`src/rtl/mips_wb_trace_buffer.sv`:
```
// Write-back trace buffer: captures every architectural register write from
// mips_processor as a timestamped record and streams the records out in order
// over a valid/ready interface. Overflow drops the newest record and counts it.
module mips_wb_trace_buffer #(
    parameter int unsigned DEPTH  = 8,
    parameter int unsigned CYC_W  = 16,
    parameter int unsigned DROP_W = 8
) (
    input  logic                     clk,
    input  logic                     reset,
    input  logic                     enable,
    input  logic                     clear,
    input  logic [31:0]              pc_in,
    input  logic [31:0]              instr_in,
    input  logic [31:0]              wdata_in,
    input  logic [4:0]               wreg_in,
    input  logic                     reg_write_in,
    output logic                     out_valid,
    input  logic                     out_ready,
    output logic [CYC_W-1:0]         out_cycle,
    output logic [31:0]              out_pc,
    output logic [31:0]              out_instr,
    output logic [4:0]               out_reg,
    output logic [31:0]              out_data,
    output logic [$clog2(DEPTH):0]   count,
    output logic                     overflow,
    output logic [DROP_W-1:0]        drop_count
);

    localparam int unsigned PTR_W = $clog2(DEPTH);
    localparam int unsigned CNT_W = PTR_W + 1;

    typedef struct packed {
        logic [CYC_W-1:0] cyc;
        logic [31:0]      pc;
        logic [31:0]      instr;
        logic [4:0]       rg;
        logic [31:0]      data;
    } rec_t;

    rec_t              mem_q [DEPTH];
    rec_t              mem_d [DEPTH];
    logic [PTR_W-1:0]  wr_ptr_q, wr_ptr_d;
    logic [PTR_W-1:0]  rd_ptr_q, rd_ptr_d;
    logic [CNT_W-1:0]  count_q, count_d;
    logic [CYC_W-1:0]  cyc_q, cyc_d;
    logic              overflow_q, overflow_d;
    logic [DROP_W-1:0] drop_q, drop_d;

    logic push, pop, full, do_push, do_drop;
    rec_t head;

    // Handshake qualifiers: a push is accepted into a full FIFO only if the head leaves the same cycle.
    always_comb begin
        push    = enable && reg_write_in && (wreg_in != 5'd0);
        pop     = (count_q != '0) && out_ready;
        full    = (count_q == CNT_W'(DEPTH));
        do_push = push && (!full || pop);
        do_drop = push && full && !pop;
    end

    // Next-state for storage, pointers, occupancy and overflow bookkeeping; clear wins over push/pop.
    always_comb begin
        mem_d      = mem_q;
        wr_ptr_d   = wr_ptr_q;
        rd_ptr_d   = rd_ptr_q;
        count_d    = count_q;
        overflow_d = overflow_q;
        drop_d     = drop_q;
        cyc_d      = cyc_q + 1'b1;

        if (clear) begin
            wr_ptr_d   = '0;
            rd_ptr_d   = '0;
            count_d    = '0;
            overflow_d = 1'b0;
            drop_d     = '0;
        end else begin
            if (do_push) begin
                mem_d[wr_ptr_q].cyc   = cyc_q;
                mem_d[wr_ptr_q].pc    = pc_in;
                mem_d[wr_ptr_q].instr = instr_in;
                mem_d[wr_ptr_q].rg    = wreg_in;
                mem_d[wr_ptr_q].data  = wdata_in;
                wr_ptr_d              = wr_ptr_q + 1'b1;
            end
            if (pop) begin
                rd_ptr_d = rd_ptr_q + 1'b1;
            end
            count_d = count_q + CNT_W'(do_push) - CNT_W'(pop);
            if (do_drop) begin
                overflow_d = 1'b1;
                if (drop_q != '1) begin
                    drop_d = drop_q + 1'b1;
                end
            end
        end
    end

    // State registers with asynchronous active-low reset.
    always_ff @(posedge clk or negedge reset) begin
        if (!reset) begin
            for (int unsigned i = 0; i < DEPTH; i++) begin
                mem_q[i] <= '0;
            end
            wr_ptr_q   <= '0;
            rd_ptr_q   <= '0;
            count_q    <= '0;
            cyc_q      <= '0;
            overflow_q <= 1'b0;
            drop_q     <= '0;
        end else begin
            mem_q      <= mem_d;
            wr_ptr_q   <= wr_ptr_d;
            rd_ptr_q   <= rd_ptr_d;
            count_q    <= count_d;
            cyc_q      <= cyc_d;
            overflow_q <= overflow_d;
            drop_q     <= drop_d;
        end
    end

    // Head record is driven only from flops; fields read as zero while the FIFO is empty.
    always_comb begin
        head       = mem_q[rd_ptr_q];
        out_valid  = (count_q != '0);
        out_cycle  = out_valid ? head.cyc   : '0;
        out_pc     = out_valid ? head.pc    : '0;
        out_instr  = out_valid ? head.instr : '0;
        out_reg    = out_valid ? head.rg    : '0;
        out_data   = out_valid ? head.data  : '0;
        count      = count_q;
        overflow   = overflow_q;
        drop_count = drop_q;
    end

endmodule

```
`config.mk`:
```
export PLATFORM = sky130hd
export DESIGN_NAME = mips_wb_trace_buffer
export DESIGN_NICKNAME = d
export VERILOG_FILES = /design/src/rtl/mips_wb_trace_buffer.sv
export SDC_FILE = /design/constraint.sdc
export NUM_CORES = 1
export LEC_CHECK = 0
export BUFFER_PORTS_ARGS = -buffer_cell sky130_fd_sc_hd__buf_2
export CORE_MARGIN = 5
export CORE_UTILIZATION = 55
export CTS_CLUSTER_DIAMETER = 120
export DETAILED_ROUTE_END_ITERATION = 6
export MAX_ROUTING_LAYER = met4
export PLACE_DENSITY_LB_ADDON = 0.3
export SLEW_MARGIN = 40
export SYNTH_ARGS = -nofsm -noshare
export SYNTH_HDL_FRONTEND = slang
export SYNTH_SLANG_ARGS = --single-unit
```
`constraint.sdc`:
```
create_clock -name clk -period 3.1 [get_ports clk]
set_clock_uncertainty 0.2 [all_clocks]
set_input_delay 0.62 -clock clk [delete_from_list [all_inputs] [get_ports clk]]
set_output_delay 0.62 -clock clk [all_outputs]
set_load 0.03 [all_outputs]
```
==> results by group <==
Outcome
  – Result of the run: finished with violations
  – Violated checks: setup timing

Global route
  – GRT Residual Overflow: 0
  – Gr usage total: between 20% and 30%
  – Maximum number of pins on one net before global-route repair: ~110
  – Global-route wire length before repair: between 150,000 and 200,000 um
  – Via count of the first global-routing pass: approximately 28,000
  – Antenna violations before repair: 19

Logic synthesis
  – Portion of the post-synthesis area used by sequential elements: a little under three fifths
  – Flop and latch count out of synthesis: 971
  – Net count of the mapped netlist: 2,841
  – Number of distinct library cells after synthesis: between 40 and 50
  – Synthesized area divided by synthesized cell count: between 15 and 20 um^2
  – Synthesized netlist cell count: around 2,700
  – Cell Area, Synth: approximately 0.044 mm^2
  – Yosys warning total: 0

Timing
  – Pins over their slew limit: 0
  – Worst hold-check slack: 95.0 ps
  – Share of the cycle needed by the critical path after routing: 110%
  – Setup slack after layout: -318 ps
  – Final critical path time including I/O delays and setup: approximately 3400 ps
  – Final-report hold violation count: 0
  – RSZ-0062 raised after global routing: yes
  – Maximum operating frequency: between 0.2 and 0.3 GHz
  – Finish-stage setup viols: around 120
  – Setup total negative slack: -26,610 ps
  – Tightest Pin Transition: roughly 560 ps
  – Worst slew margin: 62.4%

Power
  – Final Total Pwr: about 42 mW
  – Switching share of power: 31.6%
  – Switch Pwr: around 13 mW
  – Sequential cell fraction of total power: about 37%
  – Worst-case vdd ir drop: approximately 0.84 mV
  – Internal portion of total power: roughly 28 mW
  – Proportion of power drawn by combinational gates: between 30% and 40%
  – Static leakage power: 24.4 nW
  – Total power density per cell area: roughly 790 mW/mm^2
  – Clock power frac: between 30% and 40%

Layout
  – Most frequent cells in the layout: 966 x sky130_fd_sc_hd__dfrtp_1, 760 x sky130_fd_sc_hd__mux2_2, 234 x sky130_fd_sc_hd__mux4_2, 180 x sky130_fd_sc_hd__mux2_1, 167 x sky130_fd_sc_hd__buf_2
  – Area added between synthesis and finish: 19.2%
  – Fraction of final layout cells with drive strength greater than 1: between 50% and 60%
  – Nets@finish: approximately 3,200
  – Most common library cell in the layout ignoring fill and taps: sky130_fd_sc_hd__dfrtp_1

Worst setup path
  – Type of origin of the critical path: register
  – Worst Path Required: about 2300 ps
  – Arrival time of data at the critical path endpoint: approximately 2600 ps
  – Type of destination of the critical path: primary output
  – Worst-path fanout max: 9
  – Class of the most critical setup path: register to primary output

Clocking
  – Max Buffers Root-to-Sink: 3
  – Insertion delay to the later sink of the worst-skew pair: between 600 and 700 ps
  – CTS root buffer: sky130_fd_sc_hd__clkbuf_16
  – Count of clock tree sinks: about 970
  – Clock-pin transition on the worst setup and hold timing paths: around 60 ps
  – Maximum level of the CTS H-tree: 3
  – Number of buffers inserted during clock tree synthesis: roughly 100
  – Clock tree from TritonCTS: built

Run
  – Reported max-cap violation count: 0

Detailed routing
  – Violation count after the first detailed-route iteration: 1,387
  – Detailed-route via count: 25,200
  – Antenna violation net count after detailed routing: 0
  – Wire length per cell: roughly 25 um
  – WL final: about 110,000 um
  – # DRC: 0
  – Drt via density: 6.00
  – First drt pass iteration count: 5

Floorplan
  – Cell Rows: a little over 100
  – Initial cell density of the core: 55.5%
  – Area of the die: 0.0855 mm^2
  – Core Footprint: roughly 0.079 mm^2
  – Y dimension of the die: between 200 and 300 um
  – Die extent in x: 292 um
  – Number of I/O pins: around 240

Worst hold path
  – Worst hold path type: input port to register

Placement
  – Final weighted congestion in routability-driven placement: approximately 0.83
  – Placed wire-length estimate after detailed placement: between 60,000 and 70,000 um
  – Input/output buffers: about 240
timing repair:
action,CTS,global route
gates resized for setup,90,110
hold buffers,1,0
buffers inserted,14,16
endpoints found under the setup margin,117,117
hold endpoints to repair,22,0
gates cloned,7,6
pin swaps,1,7
critical path: stages, from the launching register on:
cell and delay (ps):
sky130_fd_sc_hd__dfrtp_4 500, sky130_fd_sc_hd__buf_12 220, sky130_fd_sc_hd__buf_4 160, sky130_fd_sc_hd__mux4_2 500, sky130_fd_sc_hd__mux2i_2 200, sky130_fd_sc_hd__nor2_1 140, sky130_fd_sc_hd__buf_2 230
per-stage QoR:
| step | utilization, % | cell area (um^2) | std cells | setup WS [ps] |
|---|---|---|---|---|
| floorplan | - | 43900 | 2723 | 18.9 |
| global placement | 60.1 | 47500 | 3951 | 91.1 |
| detailed placement | 60.1 | 47500 | 3951 | 98.1 |
| CTS | 65.4 | 51600 | 4161 | -385 |
| global route | 66.2 | 52300 | 4200 | -410 |
| finish | 66.2 | 52300 | 4202 | -318 |
logic make-up (layout without fill, tap and decap cells):
family                   after synthesis  count (layout)  synth area share [%]
AO/OA/AOI/OAI                         13              13                 0.183
XOR/XNOR                              18              18                 0.359
adder cells (fa/ha/maj)               11              11                 0.331
buffers and inverters                207             616                  2.42
flip-flops                           971             971                  55.4
multiplexers                        1294            1294                  38.9
other                                  0              20                     0
AND/OR/NAND/NOR                      209             209                  2.44
power groups by stage:
stage	combinational (mW)	sequential (mW)	clock [mW]
CTS	13.0	15.2	12.9
global route	14.5	15.4	13.4
global placement	11.8	15.2	0
floorplan	8.19	15.1	0
finish	13.7	15.2	12.7
detailed placement	12.0	15.4	0
state kept, by name, summed over array words and instances (netlist names):
| name | count |
|---|---|
| drop_count | 8 |
| rd_ptr_q | 3 |
| cyc_q | 16 |
| overflow | 1 |
| mem_q | 936 |
| wr_ptr_q | 3 |
| count | 4 |
synth_stat cells:
cell type | count | area share (%)
sky130_fd_sc_hd__buf_2 | 85 | 0.97
sky130_fd_sc_hd__dfrtp_1 | 971 | 55
sky130_fd_sc_hd__nand2_1 | 8 | 0.068
sky130_fd_sc_hd__a21oi_1 | 6 | 0.068
sky130_fd_sc_hd__or3_1 | 2 | 0.029
sky130_fd_sc_hd__a31oi_1 | 1 | 0.014
sky130_fd_sc_hd__fa_1 | 1 | 0.046
sky130_fd_sc_hd__mux2_1 | 180 | 4.6
sky130_fd_sc_hd__nand3_1 | 12 | 0.14
sky130_fd_sc_hd__xor2_1 | 7 | 0.14
sky130_fd_sc_hd__nand3b_1 | 2 | 0.034
sky130_fd_sc_hd__nor2b_1 | 7 | 0.10
sky130_fd_sc_hd__mux4_2 | 234 | 12
sky130_fd_sc_hd__a21o_1 | 1 | 0.017
sky130_fd_sc_hd__clkbuf_1 | 62 | 0.53
sky130_fd_sc_hd__mux2i_1 | 120 | 2.7
sky130_fd_sc_hd__o21ai_0 | 1 | 0.011
sky130_fd_sc_hd__nor2_1 | 132 | 1.1
sky130_fd_sc_hd__nand2b_1 | 7 | 0.10
sky130_fd_sc_hd__and4_1 | 1 | 0.020
sky130_fd_sc_hd__buf_1 | 22 | 0.19
sky130_fd_sc_hd__nand4b_1 | 1 | 0.020
sky130_fd_sc_hd__or4_1 | 3 | 0.051
sky130_fd_sc_hd__nor4bb_1 | 1 | 0.023
sky130_fd_sc_hd__nor4b_1 | 1 | 0.020
sky130_fd_sc_hd__nor4_4 | 8 | 0.39
sky130_fd_sc_hd__or2_2 | 1 | 0.014
sky130_fd_sc_hd__nor3_1 | 7 | 0.080
sky130_fd_sc_hd__buf_6 | 18 | 0.46
sky130_fd_sc_hd__inv_1 | 9 | 0.077
sky130_fd_sc_hd__o31ai_1 | 3 | 0.051
sky130_fd_sc_hd__and3_1 | 4 | 0.057
sky130_fd_sc_hd__mux2_2 | 760 | 20
sky130_fd_sc_hd__a311oi_1 | 1 | 0.020
sky130_fd_sc_hd__ha_1 | 10 | 0.29
sky130_fd_sc_hd__and2_1 | 3 | 0.043
sky130_fd_sc_hd__nor4_1 | 4 | 0.057
sky130_fd_sc_hd__and2_0 | 1 | 0.014
sky130_fd_sc_hd__xnor2_1 | 11 | 0.22
sky130_fd_sc_hd__buf_4 | 11 | 0.19
sky130_fd_sc_hd__nand4_1 | 4 | 0.057
final cells by class:
class	count	area, um^2
Sequential cell	971	24300
Clock buffer	153	3060
Inverter	9	33.8
Timing Repair Buffer	419	4280
Clock inverter	35	459
Fill cell	5350	26700
Tap cell	1050	1310
Multi-Input combinational cell	1545	18800
Antenna cell	20	50.0
final timing paths:
path / start / endpoint / slack, ps / depth (start not counted)
setup / recovery: rd_ptr_q[0]$_DFFE_PN0P_ / out_reg[4] / -320 / 6
hold / removal: wdata_in[18] / mem_q[18]$_DFFE_PN0P_ / 100 / 2
setup reg to reg: count[2]$_DFF_PN0_ / count[2]$_DFF_PN0_ / 260 / 11
hold reg to reg: mem_q[699]$_DFFE_PN0P_ / mem_q[699]$_DFFE_PN0P_ / 280 / 1
max in group asynchronous: reset / mem_q[571]$_DFFE_PN0P_ / 1430 / 4
min in group asynchronous: reset / mem_q[173]$_DFFE_PN0P_ / 270 / 2
metal layers:
layer,vias up,global-route usage [%],share of wire (%)
met5,-,-,0
met4,0,6.63,2.5
met3,175,4.90,4.7
met2,555,42.2,51
met1,13700,33.1,42
li1,10800,-,-
Note: power is estimated with default switching activity, not from simulation.
